`src/rtl/timer_adv.sv`:
```
// rtl/timer_adv.sv - Countdown/stopwatch timer with field editing, alarm and optional auto-reload
module timer_adv #(
    parameter int TICK_DIV   = 1000000,
    parameter int HOUR_MAX   = 99,
    parameter int ALARM_SECS = 10,
    parameter int RELOAD     = 0
) (
    input  logic        clk,
    input  logic        rst,
    input  logic        up,
    input  logic        down,
    input  logic        left,
    input  logic        right,
    input  logic        enter,
    input  logic        esc,
    input  logic        mode,
    input  logic        dir,
    output logic [23:0] bcd,
    output logic [2:0]  field_sel,
    output logic        norm,
    output logic        alarm,
    output logic        running
);
    localparam int HW = $clog2(HOUR_MAX + 1);
    localparam int PW = $clog2(TICK_DIV);
    localparam int AW = $clog2(ALARM_SECS + 1);
    localparam logic [HW-1:0] H_MAX  = HW'(HOUR_MAX);
    localparam logic [HW-1:0] H_ONE  = HW'(1);
    localparam logic [PW-1:0] P_LAST = PW'(TICK_DIV - 1);
    localparam logic [PW-1:0] P_ONE  = PW'(1);
    localparam logic [AW-1:0] A_LAST = AW'(ALARM_SECS - 1);
    localparam logic [AW-1:0] A_ONE  = AW'(1);
    localparam logic [2:0] F_SEC = 3'b001, F_MIN = 3'b010, F_HOUR = 3'b100;

    typedef enum logic [1:0] {S_IDLE, S_SET, S_RUN, S_ALARM} state_t;

    state_t          state_q, state_d;
    logic [2:0]      field_q, field_d;
    logic [HW-1:0]   hour_q, hour_d, pre_h_q, pre_h_d;
    logic [5:0]      min_q, min_d, sec_q, sec_d, pre_m_q, pre_m_d, pre_s_q, pre_s_d;
    logic [PW-1:0]   presc_q, presc_d;
    logic [AW-1:0]   acnt_q, acnt_d;
    logic            dir_q, dir_d;
    logic [5:0]      prev_q, prev_d, arm_q, arm_d;
    logic [23:0]     bcd_q, bcd_d;
    logic [2:0]      field_sel_q, field_sel_d;
    logic            norm_q, norm_d, alarm_q, alarm_d, running_q, running_d;
    logic [5:0]      btn, edge_v;
    logic            tick, time_zero, pre_zero;
    logic [6:0]      h7;

    always_comb begin
        btn       = {esc, enter, right, left, down, up};
        // arm_q stays low until a button is seen released, so a press held through reset is ignored
        edge_v    = btn & ~prev_q & arm_q;
        prev_d    = btn;
        arm_d     = arm_q | ~btn;
        state_d   = state_q;
        field_d   = field_q;
        hour_d    = hour_q;
        min_d     = min_q;
        sec_d     = sec_q;
        pre_h_d   = pre_h_q;
        pre_m_d   = pre_m_q;
        pre_s_d   = pre_s_q;
        presc_d   = '0;
        acnt_d    = '0;
        dir_d     = dir_q;
        tick      = (presc_q == P_LAST);
        time_zero = (hour_q == '0) && (min_q == '0) && (sec_q == '0);
        pre_zero  = (pre_h_q == '0) && (pre_m_q == '0) && (pre_s_q == '0);

        if (edge_v[5] || !mode) begin
            state_d = S_IDLE;
            field_d = F_SEC;
            hour_d  = '0;
            min_d   = '0;
            sec_d   = '0;
            pre_h_d = '0;
            pre_m_d = '0;
            pre_s_d = '0;
        end else begin
            case (state_q)
                S_IDLE: begin
                    if (edge_v[4]) begin
                        state_d = S_SET;
                        field_d = F_SEC;
                    end else if (edge_v[3] && (dir || !time_zero)) begin
                        state_d = S_RUN;
                        dir_d   = dir;
                    end
                end
                S_SET: begin
                    if (edge_v[4]) begin
                        state_d = S_IDLE;
                        pre_h_d = hour_q;
                        pre_m_d = min_q;
                        pre_s_d = sec_q;
                    end else begin
                        if (edge_v[2])      field_d = {field_q[1:0], field_q[2]};
                        else if (edge_v[3]) field_d = {field_q[0], field_q[2:1]};
                        if (edge_v[0] || edge_v[1]) begin
                            case (field_q)
                                F_HOUR:  hour_d = edge_v[0] ? ((hour_q == H_MAX) ? '0 : hour_q + H_ONE)
                                                            : ((hour_q == '0) ? H_MAX : hour_q - H_ONE);
                                F_MIN:   min_d  = edge_v[0] ? ((min_q == 6'd59) ? 6'd0 : min_q + 6'd1)
                                                            : ((min_q == 6'd0) ? 6'd59 : min_q - 6'd1);
                                default: sec_d  = edge_v[0] ? ((sec_q == 6'd59) ? 6'd0 : sec_q + 6'd1)
                                                            : ((sec_q == 6'd0) ? 6'd59 : sec_q - 6'd1);
                            endcase
                        end
                    end
                end
                S_RUN: begin
                    if (edge_v[4]) begin
                        state_d = S_IDLE;
                    end else begin
                        presc_d = tick ? '0 : presc_q + P_ONE;
                        if (tick && !dir_q) begin
                            if (time_zero) begin
                                state_d = S_ALARM;
                            end else begin
                                if (sec_q != 6'd0) begin
                                    sec_d = sec_q - 6'd1;
                                end else begin
                                    sec_d = 6'd59;
                                    if (min_q != 6'd0) begin
                                        min_d = min_q - 6'd1;
                                    end else begin
                                        min_d  = 6'd59;
                                        hour_d = hour_q - H_ONE;
                                    end
                                end
                                if (hour_q == '0 && min_q == '0 && sec_q == 6'd1) state_d = S_ALARM;
                            end
                        end else if (tick) begin
                            // stopwatch stops on reaching the top value instead of wrapping
                            if (hour_q == H_MAX && min_q == 6'd59 && sec_q >= 6'd58) state_d = S_IDLE;
                            if (sec_q < 6'd59) begin
                                sec_d = sec_q + 6'd1;
                            end else if (hour_q != H_MAX || min_q != 6'd59) begin
                                sec_d = 6'd0;
                                if (min_q < 6'd59) begin
                                    min_d = min_q + 6'd1;
                                end else begin
                                    min_d  = 6'd0;
                                    hour_d = hour_q + H_ONE;
                                end
                            end
                        end
                    end
                end
                S_ALARM: begin
                    presc_d = tick ? '0 : presc_q + P_ONE;
                    acnt_d  = tick ? acnt_q + A_ONE : acnt_q;
                    if ((tick && acnt_q == A_LAST) || (|edge_v[4:0])) begin
                        presc_d = '0;
                        acnt_d  = '0;
                        if (RELOAD != 0 && !pre_zero) begin
                            state_d = S_RUN;
                            hour_d  = pre_h_q;
                            min_d   = pre_m_q;
                            sec_d   = pre_s_q;
                        end else begin
                            state_d = S_IDLE;
                            hour_d  = '0;
                            min_d   = '0;
                            sec_d   = '0;
                        end
                    end
                end
                default: state_d = S_IDLE;
            endcase
        end

        running_d   = (state_d == S_RUN);
        alarm_d     = (state_d == S_ALARM);
        norm_d      = (state_d != S_SET);
        field_sel_d = (state_d == S_SET) ? field_d : 3'b000;
        h7          = 7'(hour_q);
        bcd_d       = {4'(h7 / 7'd10), 4'(h7 % 7'd10), 4'(min_q / 6'd10), 4'(min_q % 6'd10),
                       4'(sec_q / 6'd10), 4'(sec_q % 6'd10)};
    end

    always_ff @(posedge clk or posedge rst) begin
        if (rst) begin
            state_q     <= S_IDLE;
            field_q     <= F_SEC;
            hour_q      <= '0;
            min_q       <= '0;
            sec_q       <= '0;
            pre_h_q     <= '0;
            pre_m_q     <= '0;
            pre_s_q     <= '0;
            presc_q     <= '0;
            acnt_q      <= '0;
            dir_q       <= 1'b0;
            prev_q      <= '0;
            arm_q       <= '0;
            bcd_q       <= '0;
            field_sel_q <= '0;
            norm_q      <= 1'b1;
            alarm_q     <= 1'b0;
            running_q   <= 1'b0;
        end else begin
            state_q     <= state_d;
            field_q     <= field_d;
            hour_q      <= hour_d;
            min_q       <= min_d;
            sec_q       <= sec_d;
            pre_h_q     <= pre_h_d;
            pre_m_q     <= pre_m_d;
            pre_s_q     <= pre_s_d;
            presc_q     <= presc_d;
            acnt_q      <= acnt_d;
            dir_q       <= dir_d;
            prev_q      <= prev_d;
            arm_q       <= arm_d;
            bcd_q       <= bcd_d;
            field_sel_q <= field_sel_d;
            norm_q      <= norm_d;
            alarm_q     <= alarm_d;
            running_q   <= running_d;
        end
    end

    assign bcd       = bcd_q;
    assign field_sel = field_sel_q;
    assign norm      = norm_q;
    assign alarm     = alarm_q;
    assign running   = running_q;
endmodule

```
`config.mk`:
```
export PLATFORM = sky130hd
export DESIGN_NAME = timer_adv
export DESIGN_NICKNAME = d
export VERILOG_FILES = /design/src/rtl/timer_adv.sv
export SDC_FILE = /design/constraint.sdc
export NUM_CORES = 1
export LEC_CHECK = 0
export BUFFER_PORTS_ARGS = -buffer_cell sky130_fd_sc_hd__clkbuf_2
export CORE_ASPECT_RATIO = 0.7
export CORE_UTILIZATION = 55
export DETAILED_ROUTE_END_ITERATION = 10
export GPL_TIMING_DRIVEN = 0
export PLACE_DENSITY = 0.74
export SYNTH_ARGS = -nofsm -noshare
export SYNTH_HDL_FRONTEND = slang
export SYNTH_SLANG_ARGS = --single-unit
```
`constraint.sdc`:
```
create_clock -name clk -period 8.1 [get_ports clk]
set_clock_uncertainty 0.05 [all_clocks]
set_input_delay 1.62 -clock clk [delete_from_list [all_inputs] [get_ports clk]]
set_output_delay 1.62 -clock clk [all_outputs]
set_load 0.01 [all_outputs]
```
==> impl_metrics.py <==
metrics = {
    "status": {
        "status": "complete, but fails checks",
        "violations": "design-rule violations",
    },
    "critical_path": {
        "cp.required_ns": 8.29,
        "cp_cell_sequence": "clkbuf_2, and3b_1, buf_2, nor4_1, nand3_1, o221a_2, and3_1, buf_2, nor4bb_1, o21bai_1",
        "crit_type": "in2reg",
        "worst-path-buf-inv": 3,
        "crit_path_end_kind": "flip-flop",
        "crit_fanout": 10,
        "cp_slowest_stage_delay_ns": 0.40,
        "timing.critical_path.mode_cell": "buf_2",
        "cp_top_family": "simple AND/OR/NAND/NOR gates",
        "cp_data_arrival_time_ns": 3.83,
        "cp_slowest_cell": "nor4_1",
        "crit_path_start_kind": "input pin",
    },
    "sta": {
        "tns_ns": 0,
        "holdWs_ns": 0.417,
        "timing.fmax_mhz": 275,
        "hold_viol_final": 0,
        "slew_headroom_pct": 30.4,
        "fin_ws_ns": 4.46,
        "rsz0062_at_grt": "no",
        "finalSetupViolCount": 0,
        "period_needed_ns": 3.64,
        "finalCritPeriodShare_pct": 44.9,
        "slew_violations": 0,
        "worst_pin_slew_ns": 1.04,
    },
    "clock_tree": {
        "clock-sinks": 89,
        "cts_buffers": 9,
        "clkLatencyLatePin_ns": 0.35,
        "htree_levels": 3,
        "cts_hold_buf": 0,
        "cts_tree": "built",
        "path_clk_slew_ns": 0.07,
        "clockBufferDepth": 2,
        "cts_setup_buffers": 0,
        "cts_root_buffer": "clkbuf_16",
        "ctsResizeCount": 0,
    },
    "yosys": {
        "synth_flop_cell": "dfrtp_1",
        "synthesis.area_um2": 5800,
        "synth.avg_cell_area_um2": 8.69,
        "yosysSeqAreaShare_pct": 38.4,
        "synth_seq_cells": 89,
        "async_reset_ff_share_pct": 100,
        "synthesis.instances": 668,
        "synthDistinctLibCells": 76,
        "yosys_warnings": 0,
        "synth_edf_count": 0,
    },
    "run": {
        "maxCapViolCount": 0,
    },
    "place": {
        "gp_congestion": 0.926,
        "dp_hpwl_mm": 10.6,
        "port_buffers": 37,
        "dp_slack_ns": 4.13,
    },
    "die": {
        "start_util_pct": 58.1,
        "dieArea_um2": 11000,
        "die_y_um": 87.9,
        "dieWidth_um": 125,
        "io_pins": 40,
        "core.rowCount": 30,
        "coreArea_um2": 9980,
    },
    "power": {
        "sw_frac_of_total_pct": 41.5,
        "power_frac_clock_pct": 22.6,
        "irDropWorstVdd_uv": 155,
        "intPower_mw": 1.07,
        "comb_power_share_pct": 46.7,
        "total_power_mw": 1.82,
        "power.density_nw_per_um2": 281,
        "p_seq_share_pct": 30.7,
        "p_leak_nw": 2.74,
        "p_switching_uw": 756,
    },
    "cells_and_area": {
        "syn_to_final_growth_pct": 11.6,
        "drive_above_1_share_pct": 12.2,
        "finish.utilization_pct": 64.9,
        "nets": 749,
        "antenna_cells": 0,
    },
    "drt": {
        "drt-total-wl_mm": 14.6,
        "first_iter_violations": 656,
        "dr.pass1.iters": 8,
        "drtAntennaViolNets": 0,
        "vias": 5359,
        "vias_per_cell": 6.30,
        "drc": 5,
        "wl_per_cell_um": 17.2,
    },
    "global_routing": {
        "grt_max_degree": 66,
        "overflow": 0,
        "grtUsageTotal_pct": 27.9,
        "grt_pass1_wl_mm": 24.2,
        "antenna_found_initial": 0,
        "grt_pass1_vias": 4895,
    },
    "min_path": {
        "hold_path_class": "reg2reg",
    },
}
-- logic make-up after synthesis --
kind of cell               after synthesis  synth area share [%]
xor gates and xnor gates                35                  5.28
muxes                                   16                  3.06
and+or+nand+nor                        272                  24.4
DFF                                     89                  38.4
adders and majority gates               21                  4.53
buffers and inverters                   73                  5.22
AOI/OAI and AO/OA                      161                  19.0
other                                    1                0.0646
-- area by class of cell --
type | instances | area [µm²]
buffer | 47 | 205
clock buffer | 9 | 225
clock inverter | 7 | 70.1
fill | 836 | 3510
inverter | 26 | 100
multi-input combinational | 507 | 3270
sequential | 89 | 2230
tap | 128 | 160
timing repair buffer | 38 | 213
-- synth_stat cells, drive strengths merged (12+ instances only) --
cell type,count,share of area (%)
o21ai,42,3.6
nor3,21,1.9
xor2,13,2.0
nand2,56,3.6
a21oi,29,2.6
nand3,32,2.8
buf,13,1.3
clkbuf,34,2.2
nand2b,12,1.3
ha,21,4.5
and3,15,1.6
nor2,71,4.6
xnor2,22,3.3
dfrtp,87,38
inv,26,1.7
-- per-stage QoR --
step | std cells | area [µm²]
2_1_floorplan | 669 | 5810
3_3_place_gp | 834 | 6150
3_5_place_dp | 835 | 6180
4_1_cts | 851 | 6480
5_1_grt | 851 | 6480
6_report | 851 | 6480
-- layout by cell type, fill, tap and decap left out, drive strengths merged, types with 5 or more instances in the layout --
master,count
xor2,13
nor3,21
ha,21
nor4,9
and3,15
mux2i,11
nor2b,11
o31ai,5
and3b,5
a21o,5
o211ai,8
clkbuf,80
o22ai,8
mux2,5
xnor2,22
and2,7
a31oi,7
nand3,32
nand2b,12
o21ai,42
nand4,10
dfrtp,87
inv,30
a21oi,29
nand2,56
and4,6
a22oi,7
a32oi,5
nor2,71
buf,14
-- per-layer routing --
| metal | track usage (%) | up-vias | wire (µm) |
|---|---|---|---|
| met5 | 0 | - | 0 |
| met4 | 6.73 | 0 | 144 |
| met3 | 5.86 | 19 | 1080 |
| met2 | 43.3 | 234 | 6340 |
| met1 | 40.1 | 2601 | 7030 |
| li1 | - | 2505 | - |
-- worst paths after layout --
check                             endpoint      from  slack (ns)  depth (start not counted)
worst max-delay path              sec_q[0]        up        4.46                         10
worst min-delay path              arm_q[2]  arm_q[2]        0.42                          1
worst max register to register    sec_q[0]  min_q[1]        4.72                         11
worst min register to register    arm_q[2]  arm_q[2]        0.42                          1
max in group asynchronous       field_q[0]       rst        6.16                          3
min in group asynchronous          bcd[23]       rst        1.18                          2
-- state kept, by name, indices dropped and copies added, names as in the netlist --
signal     count
bcd           22
presc_q       20
h7             7
arm_q          6
min_q          6
prev_q         6
sec_q          6
acnt_q         4
field_q        3
field_sel      3
state_q        2
alarm          1
dir_q          1
norm           1
running        1
-- power groups by stage --
stage | clock network, mW | registers (mW) | logic (mW)
after floorplan | 0 | 0.580 | 0.611
after global placement | 0 | 0.566 | 0.807
after detailed placement | 0 | 0.568 | 0.828
after CTS | 0.421 | 0.559 | 0.833
after global routing | 0.439 | 0.567 | 0.941
final | 0.412 | 0.560 | 0.850
No activity file was read; power rests on OpenSTA's default activity.
